<file path="config.mk">
export PLATFORM = sky130hd
export DESIGN_NAME = digit_serial_alu
export DESIGN_NICKNAME = d
export VERILOG_FILES = /design/src/rtl/digit_serial_alu.sv
export SDC_FILE = /design/constraint.sdc
export NUM_CORES = 1
export LEC_CHECK = 0
export CELL_PAD_IN_SITES_DETAIL_PLACEMENT = 0
export CELL_PAD_IN_SITES_GLOBAL_PLACEMENT = 1
export CORE_MARGIN = 8
export CORE_UTILIZATION = 43
export CTS_BUF_LIST = sky130_fd_sc_hd__clkbuf_8
export DETAILED_ROUTE_END_ITERATION = 10
export PLACE_DENSITY_LB_ADDON = 0.1
export SLEW_MARGIN = 20
export SYNTH_ARGS = -nofsm -noshare
export SYNTH_HDL_FRONTEND = slang
export SYNTH_SLANG_ARGS = --single-unit
</file>
<file path="constraint.sdc">
create_clock -name clk -period 3.3 [get_ports clk]
set_clock_uncertainty 0.1 [all_clocks]
set_input_delay 0.66 -clock clk [delete_from_list [all_inputs] [get_ports clk]]
set_output_delay 0.66 -clock clk [all_outputs]
set_load 0.005 [all_outputs]
</file>
<file path="src/rtl/digit_serial_alu.sv">
// Digit-serial 8-op ALU: processes a WIDTH-bit operation DIGIT bits per clock with a chained carry.
// Produces GB-style Z/N/H/C flags and uses a start/busy/done handshake toward the sequencer.
module digit_serial_alu #(
    parameter int WIDTH = 8,
    parameter int DIGIT = 4
) (
    input  logic             clk,
    input  logic             reset,
    input  logic             start,
    input  logic [2:0]       op,
    input  logic [WIDTH-1:0] a,
    input  logic [WIDTH-1:0] b,
    input  logic             cin,
    output logic             busy,
    output logic             done,
    output logic [WIDTH-1:0] result,
    output logic             flag_z,
    output logic             flag_n,
    output logic             flag_h,
    output logic             flag_c
);

    localparam int NDIG = WIDTH / DIGIT;
    localparam int CW   = (NDIG > 1) ? $clog2(NDIG) : 1;
    // Half-carry bit position: digit 0's carry-out, or bit min(3,WIDTH-1) when only one digit exists.
    localparam int HB   = (NDIG == 1) ? ((WIDTH < 4) ? WIDTH : 4) : DIGIT;

    localparam logic [2:0] OP_ADD = 3'd0;
    localparam logic [2:0] OP_ADC = 3'd1;
    localparam logic [2:0] OP_SUB = 3'd2;
    localparam logic [2:0] OP_SBC = 3'd3;
    localparam logic [2:0] OP_AND = 3'd4;
    localparam logic [2:0] OP_XOR = 3'd5;
    localparam logic [2:0] OP_OR  = 3'd6;
    localparam logic [2:0] OP_CP  = 3'd7;

    generate
        if (DIGIT < 1 || DIGIT > WIDTH || (WIDTH % DIGIT) != 0) begin : g_bad_params
            $error("digit_serial_alu: WIDTH must be a multiple of DIGIT and 1 <= DIGIT <= WIDTH");
        end
    endgenerate

    typedef enum logic [1:0] {
        S_IDLE,
        S_RUN,
        S_DONE
    } state_t;

    state_t state, state_next;

    logic [2:0]       op_r;
    logic [WIDTH-1:0] a_r, b_r, partial, partial_next;
    logic [CW-1:0]    cnt;
    logic             carry_r, h_r;

    logic             accept, last, sub_op, logic_op, carry_init;
    logic [DIGIT-1:0] a_d, b_d, b_eff, dig_res;
    logic [DIGIT:0]   sum;
    logic             carry_out, h_now, h_use;

    assign accept = start && (state != S_RUN);
    assign last   = (cnt == CW'(NDIG - 1));

    always_ff @(posedge clk or posedge reset) begin
        if (reset) begin
            state <= S_IDLE;
        end else begin
            state <= state_next;
        end
    end

    always_comb begin
        state_next = state;
        case (state)
            S_IDLE:  if (accept) state_next = S_RUN;
            S_RUN:   if (last) state_next = S_DONE;
            S_DONE:  state_next = accept ? S_RUN : S_IDLE;
            default: state_next = S_IDLE;
        endcase
    end

    always_comb begin
        busy = (state == S_RUN);
        done = (state == S_DONE);
    end

    always_comb begin
        case (op)
            OP_ADC:        carry_init = cin;
            OP_SUB, OP_CP: carry_init = 1'b1;
            OP_SBC:        carry_init = ~cin;
            default:       carry_init = 1'b0;
        endcase
    end

    // Subtraction runs as A + ~B + carry, so the chained carry is an inverted borrow.
    always_comb begin
        sub_op   = (op_r == OP_SUB) || (op_r == OP_SBC) || (op_r == OP_CP);
        logic_op = (op_r == OP_AND) || (op_r == OP_XOR) || (op_r == OP_OR);
        a_d      = '0;
        b_d      = '0;
        for (int k = 0; k < NDIG; k++) begin
            if (cnt == CW'(k)) begin
                a_d = a_r[k*DIGIT +: DIGIT];
                b_d = b_r[k*DIGIT +: DIGIT];
            end
        end
        b_eff     = sub_op ? ~b_d : b_d;
        sum       = {1'b0, a_d} + {1'b0, b_eff} + {{DIGIT{1'b0}}, carry_r};
        carry_out = sum[DIGIT];
        case (op_r)
            OP_AND:  dig_res = a_d & b_d;
            OP_XOR:  dig_res = a_d ^ b_d;
            OP_OR:   dig_res = a_d | b_d;
            default: dig_res = sum[DIGIT-1:0];
        endcase
        partial_next = partial;
        for (int k = 0; k < NDIG; k++) begin
            if (cnt == CW'(k)) begin
                partial_next[k*DIGIT +: DIGIT] = dig_res;
            end
        end
    end

    generate
        if (HB < DIGIT) begin : g_h_inner
            assign h_now = sum[HB] ^ a_d[HB] ^ b_eff[HB];
        end else begin : g_h_digit
            assign h_now = sum[DIGIT];
        end
    endgenerate

    assign h_use = (cnt == '0) ? h_now : h_r;

    // Operand/partial datapath; result and flags only move on the final-digit edge.
    always_ff @(posedge clk or posedge reset) begin
        if (reset) begin
            op_r    <= '0;
            a_r     <= '0;
            b_r     <= '0;
            cnt     <= '0;
            partial <= '0;
            carry_r <= 1'b0;
            h_r     <= 1'b0;
            result  <= '0;
            flag_z  <= 1'b0;
            flag_n  <= 1'b0;
            flag_h  <= 1'b0;
            flag_c  <= 1'b0;
        end else if (accept) begin
            op_r    <= op;
            a_r     <= a;
            b_r     <= b;
            cnt     <= '0;
            partial <= '0;
            carry_r <= carry_init;
            h_r     <= 1'b0;
        end else if (state == S_RUN) begin
            partial <= partial_next;
            carry_r <= carry_out;
            cnt     <= cnt + 1'b1;
            if (cnt == '0) begin
                h_r <= h_now;
            end
            if (last) begin
                if (op_r != OP_CP) begin
                    result <= partial_next;
                end
                flag_z <= (partial_next == '0);
                flag_n <= sub_op;
                flag_h <= logic_op ? (op_r == OP_AND) : (sub_op ? ~h_use : h_use);
                flag_c <= logic_op ? 1'b0 : (sub_op ? ~carry_out : carry_out);
            end
        end
    end

endmodule

</file>
==> results of run 1 <==
## how the worst min path moves through the flow
stage                  to       start  slack, ns
4_1_cts            flag_c      flag_c       0.40
3_3_place_gp    result[7]   result[7]       0.37
6_report        result[6]   result[6]       0.40
2_1_floorplan  partial[3]  partial[3]       0.37
3_5_place_dp       flag_c      flag_c       0.39
5_1_grt            flag_n      flag_n       0.42
## power breakdown
part           switching (mW)  total (mW)  internal (mW)
combinational            1.03        2.02          0.991
sequential              0.174       0.899          0.725
clock                   0.171       0.550          0.378
## layout make-up
cell class | instances | area [sq um]
clock buffers | 5 | 68.8
multi-input cells | 129 | 1080
fillers | 455 | 2260
repair buffers | 39 | 383
flip-flops and latches | 40 | 1000
clock inverters | 3 | 90.1
inverters | 16 | 67.6
well taps | 70 | 87.6
## sequential cells by signal, indices dropped and copies added (netlist names)
signal and cells:
result 8, partial 4, flag_z 1, cnt 1
a_r 8, state 2, h_r 1, op_r 3
flag_c 1, flag_n 1, b_r 8, carry_r 1
flag_h 1
## synthesized netlist by cell type (3+ instances only)
cell type and instances:
o21ai_1 5, ha_1 11, o21ai_0 11, inv_1 13, mux2_4 3, nor2_1 6, buf_6 3, nand2_2 3
a21oi_1 3, o211ai_1 3, xnor2_1 5, nand2_1 18, mux2_2 20, dfrtp_1 40, mux2i_1 9, nand2b_4 3
## metal layers
| metal | share of wire [%] | routed length, um |
|---|---|---|
| met1 | 43 | 1850 |
| met5 | 0 | 0 |
| met3 | 3.9 | 168 |
| met4 | 1.3 | 56 |
| met2 | 51 | 2200 |
## critical path: cells and delay by family, from the launching register on
kind / cells / cell delay (ns)
adders and majority gates: 2 / 0.83
and+or+nand+nor: 1 / 0.08
AOI/OAI and AO/OA: 4 / 0.72
xor gates and xnor gates: 1 / 0.14
buffers and inverters: 1 / 0.10
DFF: 1 / 0.56
muxes: 1 / 0.27
## cell families after synthesis
family                     count (synthesis)  share of synthesized area [%]
xor gates and xnor gates                   6                           2.36
muxes                                     33                           16.7
AOI/OAI and AO/OA                         36                           10.9
buffers and inverters                     23                           6.14
DFF                                       40                           45.0
adders and majority gates                 13                           8.00
and+or+nand+nor                           41                           10.9
==> results_dict.tcl, run 1 <==
set metrics [dict create \
    outcome "finished, final reports clean" \
    reg2reg_to "flag_c" \
    endpoint_kind "flip-flop" \
    critical-path-max-stage-delay_ns 0.56 \
    worst_pin_slew_ns 0.497 \
    boundaryPins 37 \
    die_y_um 87.9 \
    dp_hpwl_um 3360 \
    core-area_sq_mm 0.00504 \
    synthFlopType "dfrtp_1" \
    fin_crit_ns 2.91 \
    async_reset_ff_share_pct 100 \
    hold-worst-slack_ns 0.398 \
    num_antenna_cells 0 \
    vias 1504 \
    synth_nets 228 \
    setup_viol 0 \
    insertion_delay_ns 0.30 \
    htree_num_levels 2 \
    clock_sinks 40 \
    rows 26 \
    synth_area_leaders "dfrtp_1 (45%), mux2_2 (10%), ha_1 (6.2%)" \
    mostFrequentLayoutCell "dfrtp_1" \
    synth_area_per_cell_sq_um 11.6 \
    crit_path_end "flag_c" \
    wirelength_um 4280 \
    grtUsageMet3_pct 3.19 \
    gp_congestion 0.845 \
    path_cells "mux2i_1 -> inv_1 -> xnor2_1 -> fa_1 -> fa_1 -> a21o_1 -> a21oi_1 -> nor3_1 -> a31oi_1 -> o21ai_0" \
    placed_cells 294 \
    ys_ff_latch 40 \
    ant_nets 0 \
    ys_seq_area_share_pct 45.0 \
    fmax_ghz 0.344 \
    rrSetupSlack_ns 0.39 \
    clockBufferDepth 2 \
    start_kind "flip-flop" \
    vias_per_cell 4.98 \
    cp.required_ns 3.39 \
    final_cell_mix "dfrtp_1 (40), clkdlybuf4s50_1 (36), mux2_2 (20)" \
    met2_usage_pct 21.3 \
    drv_slew 0 \
    cp-startpoint "cnt" \
    drtIter0Drc 44 \
    first_global_vias 1583 \
    cp_max_fo 7 \
    grt.overflow.total 0 \
    initial_core_util_pct 44.1 \
    yosysWarnings 0 \
    p_per_area_mw_per_mm2 1250 \
    rsz0062_at_grt "false" \
    synth_top_area_share_pct 45.0 \
    synth_area_leader_cell "dfrtp_1" \
    tns_ns 0 \
    grt_use_met1_pct 13.9 \
    placed_area_sq_mm 0.00262 \
    cts_resized 0 \
    area_growth_pct 25.2 \
    hold_path.class "reg -> reg" \
    drive_above_1_share_pct 22.0 \
    p_leak_nw 1.26 \
    crit_top_cell "fa_1" \
    cts_tree "built" \
    r2r-start "cnt" \
    critPathKind "reg -> reg" \
    synth-edff-count 0 \
    avgRoutedWirePerCell_um 14.2 \
    total_power_mw 3.47 \
    hold_viol_final 0 \
    path_clk_slew_ns 0.09 \
    synth_cells 192 \
    drc 0 \
    grt_usage_pct 12.4 \
    setup_ws_ns 0.391 \
    cp_slowest_cell "dfrtp_1" \
    synth_area_sq_mm 0.00222 \
    vdd_drop_max_mv 0.508 \
    cts_buffers 5 \
    die_x_um 87.9 \
    arrival_ns 3.00 \
    grt_pass1_wl_um 7360 \
    final_cell_count_no_fill 302 \
    nets 267 \
    worstRegToRegCells 10 \
    antenna_found_initial 0 \
    place_ws_ns 0.404 \
    root_buffer "clkbuf_8" \
    dr.pass1.iters 4 \
    io_buffers 36 \
    synth_cell_types 47 \
    grt_max_degree 41 \
    cts_setup_buffers 0 \
    fin_crit_sh_pct 88.2 \
    max-slew-margin-rel_pct 66.8 \
    die_area_sq_mm 0.00772 \
    stdcell_area_sq_mm 0.00278 \
    cts_hold_repair.buffers 0 \
    hold_path_depth 1 \
    top_usage_layer "met2" \
    final_core_util_pct 55.2 \
    maxCapViolations 0 \
]
Power figures use the tool's default switching activity.
==> run 2: changes to the inputs <==
- HOLD_SLACK_MARGIN: not set -> 0.06
- clock period: 3.3 -> 2.7 ns (I/O delays scaled with it)
==> results_dict.tcl, run 2 (same netlist as run 1, synthesis figures left out) <==
set metrics [dict create \
    outcome "finished, final reports clean" \
    drc 0 \
    grt_use_met1_pct 14.8 \
    comb_power_share_pct 63.8 \
    arrival_ns 2.67 \
    cts_buffers 5 \
    top_usage_layer "met2" \
    swShare_pct 41.0 \
    placed_cells 297 \
    ant_nets 0 \
    grt_pass1_wl_um 7670 \
    hold_viol_final 0 \
    mostFrequentLayoutCell "dfrtp_1" \
    htree_num_levels 2 \
    grt_max_degree 41 \
    drv_slew 0 \
    fin_crit_ns 2.59 \
    die_x_um 87.9 \
    fmax_ghz 0.386 \
    final_core_util_pct 56.5 \
    path_clk_slew_ns 0.08 \
    core-area_sq_mm 0.00504 \
    gp_congestion 0.842 \
    clock_sinks 40 \
    p_per_area_mw_per_mm2 1550 \
    io_buffers 36 \
    drtIter0Drc 74 \
    start_kind "flip-flop" \
    area_growth_pct 28.3 \
    boundaryPins 37 \
    nets 274 \
    antenna_found_initial 0 \
    power.switching_mw 1.81 \
    vias 1565 \
    avgRoutedWirePerCell_um 14.5 \
    rows 26 \
    grt_usage_pct 12.8 \
    root_buffer "clkbuf_8" \
    num_antenna_cells 0 \
    internal_power_mw 2.61 \
    p_leak_nw 1.29 \
    critPathKind "reg -> reg" \
    insertion_delay_ns 0.30 \
    cp.required_ns 2.78 \
    final_cell_count_no_fill 309 \
    grtUsageMet3_pct 2.63 \
    sequentialPowerShare_pct 24.1 \
    placed_area_sq_mm 0.00265 \
    maxCapViolations 0 \
    initial_core_util_pct 44.1 \
    vdd_drop_max_mv 0.671 \
    hold_path.class "reg -> reg" \
    die_area_sq_mm 0.00772 \
    setup_viol 0 \
    dr.pass1.iters 4 \
    drive_above_1_share_pct 29.3 \
    seqCellArea_sq_mm 0.00100 \
    endpoint_kind "flip-flop" \
    cp_max_fo 3 \
    fillerInstances 450 \
    met2_usage_pct 22.4 \
    wirelength_um 4490 \
    max-slew-margin-rel_pct 66.5 \
    clkPwrFrac_pct 12.1 \
    vias_per_cell 5.06 \
    multi_input_area_sq_mm 0.00113 \
    grt.overflow.total 0 \
    die_y_um 87.9 \
    worst_pin_slew_ns 0.502 \
    rsz0062_at_grt "true" \
    dp_hpwl_um 3470 \
    cts_tree "built" \
    clockBufferDepth 2 \
    final_cell_mix "dfrtp_1 (39), clkdlybuf4s50_1 (36), mux2_2 (20)" \
    fin_crit_sh_pct 95.9 \
    first_global_vias 1653 \
    reg.largest.list "a_r (8), b_r (8), result (8)" \
    stdcell_area_sq_mm 0.00285 \
]
run 2: per-stage QoR:
stage,total power [mW],hold WS (ns),TNS [ns],worst slack (ns)
after detailed placement,3.65,0.370,-0.109,-0.109
after CTS,4.28,0.388,0,0.0457
final,4.42,0.381,0,0.110
after global placement,3.58,0.370,0,0.0415
after global routing,4.80,0.424,-0.0186,-0.0186
after floorplan,2.99,0.368,0,0.0242
run 2: critical path, cell delays in order (launching register included):
cell,delay [ns]
dfrtp_2,0.43
mux2i_2,0.23
inv_2,0.09
xnor2_2,0.15
fa_2,0.36
fa_1,0.52
o22ai_2,0.07
a221o_1,0.37
nand4_2,0.09
o31ai_2,0.06
run 2: what timing repair did:
item | 4_1_cts | 5_1_grt
setup endpoints to repair | 4 | 8
hold endpoints to repair | 0 | 0
buffers inserted | 4 | 0
resized for setup | 2 | 11
pin swaps | 0 | 3
hold buffers | 0 | 0
run 2: routing by layer:
layer / part of all wire, % / wire length, um / up-vias
met2: 51 / 2280 / 32
met1: 44 / 1960 / 765
met5: 0 / 0 / -
met3: 4.0 / 179 / 6
li1: - / - / 762
met4: 1.5 / 69 / 0
run 2: worst paths after layout:
kind / slack, ns / cells past startpoint / to / startpoint
setup / recovery: 0.11 / 9 / flag_z / cnt
min in group asynchronous: 0.57 / 3 / a_r[4] / reset
max in group asynchronous: 1.56 / 3 / cnt / reset
hold / removal: 0.38 / 2 / flag_n / flag_n
hold reg to reg: 0.38 / 2 / flag_n / flag_n
setup reg to reg: 0.11 / 9 / flag_z / cnt
run 2: final cells by class:
type | instances | area share [%]
clock buffers | 7 | 3.38
clock inverters | 1 | 1.05
inverters | 16 | 2.37
multi-input cells | 129 | 39.7
flip-flops and latches | 40 | 35.2
well taps | 70 | 3.07
repair buffers | 46 | 15.3
run 2: power by group through the flow:
stage                     combinational [mW]  sequential [mW]  clock (mW)
after global placement                  2.52             1.05           0
after CTS                               2.68             1.06       0.548
after floorplan                         1.95             1.04           0
after global routing                    3.13             1.10       0.575
final                                   2.82             1.07       0.535
after detailed placement                2.57             1.07           0
==> run 3: changes to the inputs <==
- MAX_ROUTING_LAYER: not set -> met4
==> results_dict.tcl, run 3 (same netlist as run 1, synthesis figures left out) <==
set metrics [dict create \
    vias 1560 \
    fillerInstances 450 \
    wirelength_um 4540 \
    initial_core_util_pct 44.1 \
    final_core_util_pct 56.5 \
    gp_congestion 0.855 \
    ant_nets 0 \
    cts_tree "built" \
    die_area_sq_mm 0.00772 \
    worstHoldStart "flag_n" \
    r2r-start "cnt" \
    fin_crit_ns 2.59 \
    p_per_area_mw_per_mm2 1550 \
    drtIter0Drc 64 \
    dp_hpwl_um 3470 \
    first_global_vias 1647 \
    clock_sinks 40 \
    p_leak_nw 1.29 \
    io_buffers 36 \
    avgRoutedWirePerCell_um 14.7 \
    arrival_ns 2.67 \
    hold_path.class "reg -> reg" \
    rrSetupSlack_ns 0.11 \
    htree_num_levels 2 \
    cts_buffers 5 \
    hold_viol_final 0 \
    reg.largest.list "a_r (8), b_r (8), result (8)" \
    nets 274 \
    path_clk_slew_ns 0.08 \
    placed_cells 297 \
    insertion_delay_ns 0.29 \
    rsz0062_at_grt "true" \
    drive_above_1_share_pct 29.3 \
    drv_slew 0 \
    cp_max_fo 3 \
    grt.overflow.total 0 \
    dr.pass1.iters 4 \
    drc 0 \
    die_y_um 87.9 \
    outcome "finished, final reports clean" \
    grt_usage_pct 13.2 \
    cp.required_ns 2.78 \
    seqCellArea_sq_mm 0.00100 \
    grt_pass1_wl_um 7670 \
    start_kind "flip-flop" \
    root_buffer "clkbuf_8" \
    boundaryPins 37 \
    cts_hold_repair.buffers 0 \
    num_antenna_cells 0 \
    core-area_sq_mm 0.00504 \
    fmax_ghz 0.386 \
    place_ws_ns -0.109 \
    die_x_um 87.9 \
    fin_crit_sh_pct 96.1 \
    worst_pin_slew_ns 0.495 \
    endpoint_kind "flip-flop" \
    multi_input_area_sq_mm 0.00113 \
    maxCapViolations 0 \
    setup_ws_ns 0.107 \
    antenna_found_initial 0 \
    hold-worst-slack_ns 0.381 \
    clockBufferDepth 2 \
    mostFrequentLayoutCell "dfrtp_1" \
    critPathKind "reg -> reg" \
    vias_per_cell 5.05 \
    final_cell_count_no_fill 309 \
    cp-startpoint "cnt" \
    setup_viol 0 \
    grt_max_degree 41 \
    total_power_mw 4.43 \
    final_cell_mix "dfrtp_1 (39), clkdlybuf4s50_1 (36), mux2_2 (20)" \
    vdd_drop_max_mv 0.673 \
    area_growth_pct 28.3 \
    max-slew-margin-rel_pct 67.0 \
    rows 26 \
]
run 3: cell counts in the layout (fill, tap and decap cells not counted):
Identical to the previous run, type by type.
run 3: path summary, 6_finish.rpt:
| check | to | cells past startpoint |
|---|---|---|
| max in group asynchronous | cnt | 3 |
| min in group asynchronous | a_r[4] | 3 |
| worst max register to register | flag_z | 9 |
| worst min register to register | flag_n | 2 |
| worst max-delay path | flag_z | 9 |
| worst min-delay path | flag_n | 2 |
run 3: per-layer routing:
metal	vias to the layer above	GRT usage [%]	wire, um
li1	764	-	-
met1	752	14.9	1930
met2	38	22.4	2300
met3	6	2.53	241
met4	0	5.16	68
met5	-	-	0
run 3: area by class of cell:
cell class,count,share of cell area [%]
Clock buffer,7,3.38
Multi-Input combinational cell,129,39.7
Clock inverter,1,1.05
Sequential cell,40,35.2
Tap cell,70,3.07
Inverter,16,2.37
Timing Repair Buffer,46,15.3
run 3: repair_timing:
action | 4_1_cts | 5_1_grt
setup buffers | 4 | 0
pin swaps | 0 | 3
resized for setup | 2 | 11
setup endpoints to repair | 4 | 8
run 3: where the power goes:
| group | total, mW | switching, mW | internal [mW] |
|---|---|---|---|
| clock | 0.534 | 0.208 | 0.326 |
| combinational | 2.82 | 1.43 | 1.39 |
| sequential | 1.07 | 0.178 | 0.889 |
run 3: worst max-delay path: stages (launching register included):
cell and delay, ns:
dfrtp_2 0.43, mux2i_2 0.23, inv_2 0.09, xnor2_2 0.15, fa_2 0.36, fa_1 0.52, o22ai_2 0.07, a221o_1 0.37
nand4_2 0.09, o31ai_2 0.06
run 3: through the flow:
stage                     TNS, ns  area (sq um)
after floorplan                 0          2220
after global placement          0          2650
after detailed placement   -0.109          2650
after CTS                       0          2810
after global routing      -0.0192          2850
final                           0          2850
